**src/rtl/uart_pkg.sv**
```systemverilog
// ----------------------------------------------------------------------------
// uart_pkg
// Shared definitions for the UART baud-rate tick generator.
//   BAUD_DIV_W / BAUD_FRAC_W : default divisor field widths
//   baud_cfg_t               : {integer divisor, fractional divisor}
//   BAUD_MIN_DIV             : smallest usable integer divisor (keeps ticks
//                              at least two cycles apart)
//   baud_default_div()       : integer clocks per sample period for a rate
// ----------------------------------------------------------------------------
package uart_pkg;

    localparam int BAUD_DIV_W   = 16;
    localparam int BAUD_FRAC_W  = 4;
    localparam int BAUD_MIN_DIV = 2;

    typedef struct packed {
        logic [BAUD_DIV_W-1:0]  div_int;
        logic [BAUD_FRAC_W-1:0] div_frac;
    } baud_cfg_t;

    function automatic int baud_default_div(input int sys_freq,
                                            input int baud,
                                            input int sample);
        return sys_freq / (sample * baud);
    endfunction

endpackage

```
**src/rtl/uart_baud_tick_gen_frac_divider.sv**
```systemverilog
// ----------------------------------------------------------------------------
// uart_frac_divider
// Fractional cycle divider producing a one-cycle sample_tick every
// div_int + carry cycles, where carry is the overflow of a FRAC_W-bit
// phase accumulator stepped by div_frac on every tick.
// Ports:
//   clk, reset_n  : clock, asynchronous active-low reset
//   enable        : run; low holds counter, accumulator and tick at 0
//   clear         : realign phase to 0; suppresses a coinciding tick
//   acc_clear     : zero only the accumulator (new divisor took effect)
//   div_int       : integer clocks per sample period (>= 2)
//   div_frac      : fractional clocks per sample period, 1/2^FRAC_W units
//   sample_tick   : registered one-cycle tick
// ----------------------------------------------------------------------------
module uart_frac_divider #(
    parameter int DIV_W  = 16,
    parameter int FRAC_W = 4
) (
    input  logic              clk,
    input  logic              reset_n,
    input  logic              enable,
    input  logic              clear,
    input  logic              acc_clear,
    input  logic [DIV_W-1:0]  div_int,
    input  logic [FRAC_W-1:0] div_frac,
    output logic              sample_tick
);

    logic [DIV_W-1:0]  cnt;
    logic [FRAC_W-1:0] acc;
    logic              run;
    logic [FRAC_W:0]   frac_sum;
    logic [DIV_W:0]    period_m1;
    logic              last;

    assign frac_sum  = {1'b0, acc} + {1'b0, div_frac};
    // P - 1 needs DIV_W+1 bits of headroom for the sum, but the result never
    // exceeds 2^DIV_W - 1, so the DIV_W-bit counter can reach it.
    assign period_m1 = {1'b0, div_int} + {{DIV_W{1'b0}}, frac_sum[FRAC_W]}
                     - {{DIV_W{1'b0}}, 1'b1};
    assign last      = ({1'b0, cnt} == period_m1);

    // The first enabled edge (run low) only arms the counter, so that the
    // first tick lands exactly P cycles after enable is seen, the same
    // distance as after a clear or after a previous tick.
    always_ff @(posedge clk or negedge reset_n) begin
        if (!reset_n) begin
            cnt         <= '0;
            acc         <= '0;
            run         <= 1'b0;
            sample_tick <= 1'b0;
        end else if (!enable) begin
            cnt         <= '0;
            acc         <= '0;
            run         <= 1'b0;
            sample_tick <= 1'b0;
        end else if (clear) begin
            cnt         <= '0;
            acc         <= '0;
            run         <= 1'b1;
            sample_tick <= 1'b0;
        end else if (!run) begin
            run         <= 1'b1;
            sample_tick <= 1'b0;
            if (acc_clear) acc <= '0;
        end else if (last) begin
            cnt         <= '0;
            acc         <= acc_clear ? '0 : frac_sum[FRAC_W-1:0];
            sample_tick <= 1'b1;
        end else begin
            cnt         <= cnt + DIV_W'(1);
            sample_tick <= 1'b0;
            if (acc_clear) acc <= '0;
        end
    end

endmodule

```
**src/rtl/uart_baud_tick_gen.sv**
```systemverilog
// ----------------------------------------------------------------------------
// uart_baud_tick_gen
// Runtime-programmable UART baud tick generator (clock enables, not clocks).
// Ports:
//   clk, reset_n  : system clock, asynchronous active-low reset
//   enable        : run the generator; low holds counters and ticks at 0
//   restart       : one-cycle request to realign the bit phase to 0
//   cfg_valid     : new divisor offered on cfg_div_int / cfg_div_frac
//   cfg_ready     : no config pending, an offer will be accepted
//   sample_tick   : one pulse per sample period
//   mid_tick      : SAMPLE/2-th sample tick of each bit
//   bit_tick      : every SAMPLE-th sample tick (bit boundary)
//   act_div_int   : integer divisor currently in use
// A new divisor is held pending and switched in only at a bit boundary,
// while disabled, or on restart, so a running bit never changes rate.
// ----------------------------------------------------------------------------
module uart_baud_tick_gen
    import uart_pkg::*;
#(
    parameter int SYS_FREQ  = 100000000,
    parameter int BAUD_RATE = 9600,
    parameter int SAMPLE    = 16,
    parameter int DIV_W     = BAUD_DIV_W,
    parameter int FRAC_W    = BAUD_FRAC_W
) (
    input  logic              clk,
    input  logic              reset_n,
    input  logic              enable,
    input  logic              restart,
    input  logic              cfg_valid,
    input  logic [DIV_W-1:0]  cfg_div_int,
    input  logic [FRAC_W-1:0] cfg_div_frac,
    output logic              cfg_ready,
    output logic              sample_tick,
    output logic              mid_tick,
    output logic              bit_tick,
    output logic [DIV_W-1:0]  act_div_int
);

    localparam int               SCNT_W    = $clog2(SAMPLE);
    localparam logic [DIV_W-1:0] RESET_DIV =
        DIV_W'(baud_default_div(SYS_FREQ, BAUD_RATE, SAMPLE));

    function automatic logic [DIV_W-1:0] clamp_div(input logic [DIV_W-1:0] d);
        return (d < DIV_W'(BAUD_MIN_DIV)) ? DIV_W'(BAUD_MIN_DIV) : d;
    endfunction

    baud_cfg_t         act_cfg;
    baud_cfg_t         pend_cfg;
    logic              pend_vld;
    logic [SCNT_W-1:0] scnt;
    logic              accept;
    logic              apply;

    uart_frac_divider #(
        .DIV_W  (DIV_W),
        .FRAC_W (FRAC_W)
    ) u_div (
        .clk         (clk),
        .reset_n     (reset_n),
        .enable      (enable),
        .clear       (restart),
        .acc_clear   (apply),
        .div_int     (act_cfg.div_int),
        .div_frac    (act_cfg.div_frac),
        .sample_tick (sample_tick)
    );

    // scnt still holds the pre-increment value during the tick cycle, so the
    // bit/mid qualifiers line up with sample_tick with no extra latency.
    assign bit_tick    = sample_tick & (scnt == SCNT_W'(SAMPLE - 1));
    assign mid_tick    = sample_tick & (scnt == SCNT_W'(SAMPLE / 2 - 1));
    assign cfg_ready   = ~pend_vld;
    assign act_div_int = act_cfg.div_int;

    assign accept = cfg_valid & ~pend_vld;
    // Applying on the edge that ends the bit_tick cycle still governs the
    // whole next interval: the divider cannot end an interval on that edge.
    assign apply  = pend_vld & (bit_tick | ~enable | restart);

    always_ff @(posedge clk or negedge reset_n) begin
        if (!reset_n) begin
            act_cfg  <= '{div_int: RESET_DIV, div_frac: '0};
            pend_cfg <= '0;
            pend_vld <= 1'b0;
            scnt     <= '0;
        end else begin
            if (!enable || restart) begin
                scnt <= '0;
            end else if (sample_tick) begin
                scnt <= scnt + SCNT_W'(1);
            end

            if (apply) begin
                act_cfg  <= pend_cfg;
                pend_vld <= 1'b0;
            end else if (accept) begin
                pend_cfg <= '{div_int: clamp_div(cfg_div_int), div_frac: cfg_div_frac};
                pend_vld <= 1'b1;
            end
        end
    end

endmodule

```
**config.mk**
```make
export PLATFORM = sky130hd
export DESIGN_NAME = uart_baud_tick_gen
export DESIGN_NICKNAME = d
export VERILOG_FILES = /design/src/rtl/uart_pkg.sv /design/src/rtl/uart_baud_tick_gen_frac_divider.sv /design/src/rtl/uart_baud_tick_gen.sv
export SDC_FILE = /design/constraint.sdc
export NUM_CORES = 1
export LEC_CHECK = 0
export BUFFER_PORTS_ARGS = -buffer_cell sky130_fd_sc_hd__buf_2
export CORE_ASPECT_RATIO = 1.75
export CORE_UTILIZATION = 58
export DETAILED_ROUTE_END_ITERATION = 8
export PLACE_DENSITY = 0.82
export SYNTH_ARGS = -nofsm -noshare
export SYNTH_HDL_FRONTEND = slang
export SYNTH_SLANG_ARGS = --single-unit
```
**constraint.sdc**
```tcl
create_clock -name clk -period 5.1 [get_ports clk]
set_input_delay 0 -clock clk [delete_from_list [all_inputs] [get_ports clk]]
set_output_delay 0 -clock clk [all_outputs]
set_load 0.05 [all_outputs]
```
* Yosys cells after proc, flatten, opt, wreduce, memory -nomap -nowiden
Index checks and enable logic that the tools add are counted.
** Word-level totals
- Output and inout bits :: 20
- Bits of input ports :: 25
- Register bits :: 67
** Cells by class
- Bitwise operators :: 9
- $add $sub $neg :: 5
- Reductions and logical operators :: 5
- Magnitude comparators :: 1
- Multiplexer cells :: 20
- Equality and inequality tests :: 4
** Operators by type and width (count)
- $mux W16 :: 5
- $mux W4 :: 8
- $add A16 B1 Y17 :: 1
- $eq A16 B17 Y1 :: 1
- $sub A17 B1 Y17 const B :: 1
- $add A16 B1 Y16 const B :: 1
- $lt A16 B2 Y1 const B :: 1
- $mux W1 :: 7
- $add A4 B4 Y5 :: 1
- $add A4 B1 Y4 const B :: 1
- $and A1 B1 Y1 :: 4
- $eq A4 B3 Y1 const B :: 1
- $eq A4 B4 Y1 const B :: 1
- $reduce_bool A2 Y1 :: 2
- $ne A3 B1 Y1 const B :: 1
- $not A1 Y1 :: 3
- $or A1 B1 Y1 :: 2
- $reduce_and A2 Y1 :: 1
- $logic_not A1 Y1 :: 1
- $logic_or A1 B1 Y1 :: 1

* Depth between registers and ports, before layout
- Depth after elaboration :: 10
- Depth in mapped cells :: 17

* Hierarchy
From an unflattened synthesis, not the netlist that was laid out.
** Unflattened totals
- Cells, all modules :: 386
- Area, all modules :: 3866.2 um^2
** By module, submodules not included
- uart_baud_tick_gen :: sequential area each 1132.3 um^2, area an instance 1979.4 um^2, cells each 170, instances 1
- uart_frac_divider :: sequential area each 550.5 um^2, area an instance 1886.8 um^2, cells each 216, instances 1

* Worst setup path after synthesis
OpenSTA, ideal clock, no wires.
- Kind :: register -> register
- Start point :: reg act_cfg[0] (netlist name)
- End point :: reg u_div.cnt[6]
- Arrival :: 3406 ps
- Path slack :: 1575 ps
- Cell stages (with the launch flop) :: 18
- Period minus slack after synthesis :: 3525 ps
- Buffers on the path :: 2
- Setup time :: 119 ps
- Cell sequence :: dfrtp_1 ha_1 inv_1 fa_1 inv_1 a21o_1 a21oi_1 ha_1 ha_1 or4b_1 clkbuf_1 o31ai_1 nor4bb_1 o2111a_1 o211ai_2 o21bai_2 buf_6 nor2_2
** Between the ends
- Longest elaborated chain between the ends :: 8
** RTL lines
- from (decl) :: RTL line uart_baud_tick_gen.sv:48 : baud_cfg_t act_cfg;
- from (signal assigned) :: RTL line uart_baud_tick_gen.sv:83 : act_cfg <= '{div_int: RESET_DIV, div_frac: '0};
- from (signal assigned) :: RTL line uart_baud_tick_gen.sv:95 : act_cfg <= pend_cfg;
- $add A4 B4 Y5 :: RTL line uart_baud_tick_gen_frac_divider.sv:36 : assign frac_sum = {1'b0, acc} + {1'b0, div_frac};
- $add A16 B1 Y17 :: RTL line uart_baud_tick_gen_frac_divider.sv:39 : assign period_m1 = {1'b0, div_int} + {{DIV_W{1'b0}}, frac_sum[FRAC_W]}
- $sub A17 B1 Y17 :: RTL line uart_baud_tick_gen_frac_divider.sv:40 : - {{DIV_W{1'b0}}, 1'b1};
- $eq A16 B17 Y1 :: RTL line uart_baud_tick_gen_frac_divider.sv:41 : assign last = ({1'b0, cnt} == period_m1);
- $mux W16 :: RTL line uart_baud_tick_gen_frac_divider.sv:66 : end else if (last) begin
- $mux W16 :: RTL line uart_baud_tick_gen_frac_divider.sv:62 : end else if (!run) begin
- $mux W16 :: RTL line uart_baud_tick_gen_frac_divider.sv:57 : end else if (clear) begin
- $mux W16 :: RTL line uart_baud_tick_gen_frac_divider.sv:52 : end else if (!enable) begin
- to (signal assigned) :: RTL line uart_baud_tick_gen_frac_divider.sv:71 : cnt <= cnt + DIV_W'(1);
- to (decl) :: RTL line uart_baud_tick_gen_frac_divider.sv:29 : logic [DIV_W-1:0] cnt;
Every way passes these cells. The select of a mux whose other input is x is not followed.
A chain may end at the register's enable or synchronous reset.

* Final worst setup path
- Start point :: reg act_cfg[0] (netlist name)
- End point :: reg u_div.cnt[5]
The elaborated chain is that of the path after synthesis.

==> metrics.md <==
| Metric | Value |
|---|---|
| GRT Util Overall | `~30%` |
| Library cells used by synthesis | `46` |
| Critical Path Sink Type | `flop` |
| WL/cell | `18.49 um` |
| Worst-Skew Late Latency | `350 ps` |
| Vias in the first global route | `around 3,000` |
| Initial Util | `about three fifths` |
| Finished Cell Area | `around 0.0043 mm^2` |
| Full die area | `0.006692 mm^2` |
| Slowest CP cell | `o21bai_2` |
| Delay-heaviest family, CP | `compound AO/OA/AOI/OAI gates` |
| Post_cts resized | `0` |
| Synth top area cells | `dfrtp_1 42%, mux2_2 11%, xnor2_1 4.5%` |
| Pins Over Slew Limit | `0` |
| FF+latch count, synth | `67` |
| Worst r2r path cells | `15` |
| Clock Path Buffers | `2` |
| GRT overflow | `0` |
| Net Count, Synth | `roughly 370` |
| Core Area | `0.006181 mm^2` |
| Cell depth of the worst hold path | `3` |
| Min-delay worst type | `primary input to flop` |
| CTS H-tree lvls | `3` |
| Worst EP arrival | `~4500 ps` |
| CTS Sinks | `67` |
| Outcome | `finished clean` |
| Syn-to-layout area delta | `16.90%` |
| Worst-Margin Slew | `roughly 1100 ps` |
| Initial antenna violation count | `0` |
| Number of core rows | `38` |
| Port bufs | `44` |
| Syn. warnings | `0` |
| Hold wc startpoint | `restart` |
| CP bufs+invs | `2` |
| Leak Pwr | `approximately 0.0019 uW` |
| Fmax | `about 230 MHz` |
| Ant diodes | `0` |
| CTS buffer count | `9` |
| GP Congestion | `about 0.92` |
| Max_cap viols | `0` |
| Final setup vio count | `0` |
| CP Launch Type | `flop` |
| DRC Markers | `0` |
| Fin Clk Skew | `approximately 8.7 ps` |
| PD cells | `slightly above 500 mW/mm^2` |
| Global-route wire length before repair | `around 15,000 um` |
| Largest net degree at the start of global routing | `68` |
| WL final | `8781 um` |
| Share of the synthesized area in the top cell type | `42.08%` |
| Final Cycle Share | `a little over four fifths` |
| Via count | `2,814` |
| Clock root cell | `clkbuf_8` |
| Chip height | `around 110 um` |
| CTS tree | `yes` |
| Iter 0 DRT Violations | `179` |
| Final Hold Viols | `0` |
| Worst vdd ir | `~320 uV` |
| Hpwl dp | `around 5500 um` |
| Total negative slack | `0 ps` |
| FF-to-FF End | `u_div.cnt[5]` |
| DP Area | `approximately 0.0039 mm^2` |
| Number of synthesized flops with an enable pin | `0` |
| Critical Path RT | `between 5000 and 6000 ps` |
| Crit Path Max Fanout | `14` |
| RSZ-0062 raised after global routing | `no` |
| Hold path endpoint | `u_div.cnt[1]` |
| DIE WIDTH | `62.27 um` |
| CP max stage delay | `~700 ps` |
| Tmin final | `around 4300 ps` |
| CTS clk-pin slew, worst paths | `~70 ps` |
| Kind of critical path | `flop to flop` |
| Reg2Reg Setup Slack | `roughly 800 ps` |
| Post-synth top area cell | `dfrtp_1` |
| Mean Syn Cell Area | `around 11 um^2` |
| Sequential area share after synthesis | `a little under half` |
| Final ANT Viol Nets | `0` |
| Layout cell share with drive strength beyond 1 | `30.13%` |
| CP most frequent cell | `ha_1` |
| Worst R2R Start | `act_cfg[0]` |
| Synth Flop Type | `dfrtp_1` |
| Synthesized cell area | `0.003687 mm^2` |
| CP cell instances | `ha_1 > inv_1 > fa_1 > inv_1 > a21o_1 > a21oi_1 > ha_1 > ha_1 > or4b_1 > o31ai_1 > nor4bb_1 > o2111a_1 > o211ai_2 > o21bai_2 > nor2_1` |
| Vias per inst | `roughly 5.9` |
| Top-level port count | `45` |
| Fill cells | `~450` |
| Worst slew margin | `between 20% and 30%` |
| First-pass iteration count of the detailed router | `6` |
| Cells after Synth | `around 340` |
| Asr flop ratio synth | `100.0%` |
| # nets final | `~420` |
cells in the mapped netlist (all sizes together), types with 2 or more instances:
| library cell | count |
|---|---|
| a21o | 5 |
| a21oi | 11 |
| and3 | 7 |
| buf | 17 |
| clkbuf | 9 |
| dfrtp | 62 |
| dfstp | 5 |
| ha | 8 |
| inv | 12 |
| mux2 | 37 |
| mux2i | 4 |
| nand2 | 13 |
| nand3 | 15 |
| nand4 | 7 |
| nor2 | 27 |
| nor2b | 2 |
| nor3 | 7 |
| nor3b | 5 |
| nor4 | 5 |
| o2111ai | 2 |
| o211ai | 4 |
| o21a | 2 |
| o21ai | 8 |
| o31ai | 3 |
| or3 | 5 |
| or4 | 3 |
| or4b | 4 |
| xnor2 | 19 |
| xor2 | 17 |
tightest hold or removal path, cell delays in order:
cell and delay, ps:
buf_2 70, nand2b_1 330, a21oi_1 70
per-stage QoR:
step                hold WS (ps)  instances  setup WS [ps]  total power, uW  util (%)
floorplan                 -295.6        337           1575             1547         -
global placement           122.8        436           1043             1645     62.35
detailed placement         127.5        436          871.2             1667     62.35
CTS                        166.7        475          830.7             2191     69.74
finish                     165.7        475          787.8             2215     69.74
global route               204.7        475          446.9             2317     69.74
layer usage:
layer	up-vias	track usage, %	share of wire (%)
met5	-	0	0
met4	0	15.78	4.5
met3	39	6.038	4.3
met2	115	51.57	53
met1	1370	32.54	38
li1	1290	-	-
cell families (layout without fill, tap and decap cells):
group	count (synthesis)	in the layout	share of synthesized area, %
AO/OA/AOI/OAI	41	41	7.804
buffers and inverters	38	96	5.701
AND/OR/NAND/NOR	104	104	16.05
flip-flops	67	67	45.64
adder cells (fa/ha/maj)	9	9	3.258
XOR/XNOR	37	37	9.162
multiplexers	41	41	12.39
where the power goes:
group | total (uW) | internal [uW] | leakage (uW) | switching [uW]
Clock | 505 | 291 | 0.000110 | 213
Sequential | 872 | 683 | 0.000834 | 189
Combinational | 838 | 321 | 0.000951 | 517
worst max path at each step:
stage,slack (ps),depth (start not counted),startpoint,end
finish,790,15,act_cfg[0],u_div.cnt[5]
global route,450,15,act_cfg[0],u_div.cnt[4]
CTS,830,15,act_cfg[0],u_div.cnt[5]
detailed placement,870,15,act_cfg[0],u_div.cnt[4]
global placement,1040,15,act_cfg[0],u_div.cnt[5]
floorplan,1570,17,act_cfg[0],u_div.cnt[6]
cells in the final DEF, fill, tap and decap left out, types with 10 or more instances in the layout:
master,n
a21oi_1,11
buf_2,44
clkbuf_8,10
dfrtp_1,62
dlygate4sd3_1,23
inv_1,12
mux2_2,37
nand2_1,13
nand3_1,15
nor2_1,17
nor2_2,10
xnor2_1,19
xor2_1,17
area by class of cell:
class                      count  area (um^2)  share of cell area (%)
inverter                      12        45.04                   1.045
timing repair buffer          68        457.9                   10.62
multi-input combinational    232         1798                   41.71
clock buffer                  11        141.4                   3.280
sequential                    67         1683                   39.04
tap                           80        100.1                   2.322
clock inverter                 5        85.08                   1.974
what timing repair did:
item	4_1_cts	5_1_grt
hold buffers	23	0
setup endpoints to repair	0	0
hold endpoints to repair	84	0
buffers inserted	0	0
registers in the layout (all words and copies together) (netlist names):
register,flops
act_cfg,4
pend_vld,1
pend_cfg,20
u_div.cnt,16
scnt,4
u_div.sample_tick,1
u_div.run,1
u_div.acc,4
act_div_int,16
(Power assumes the default switching activity.)
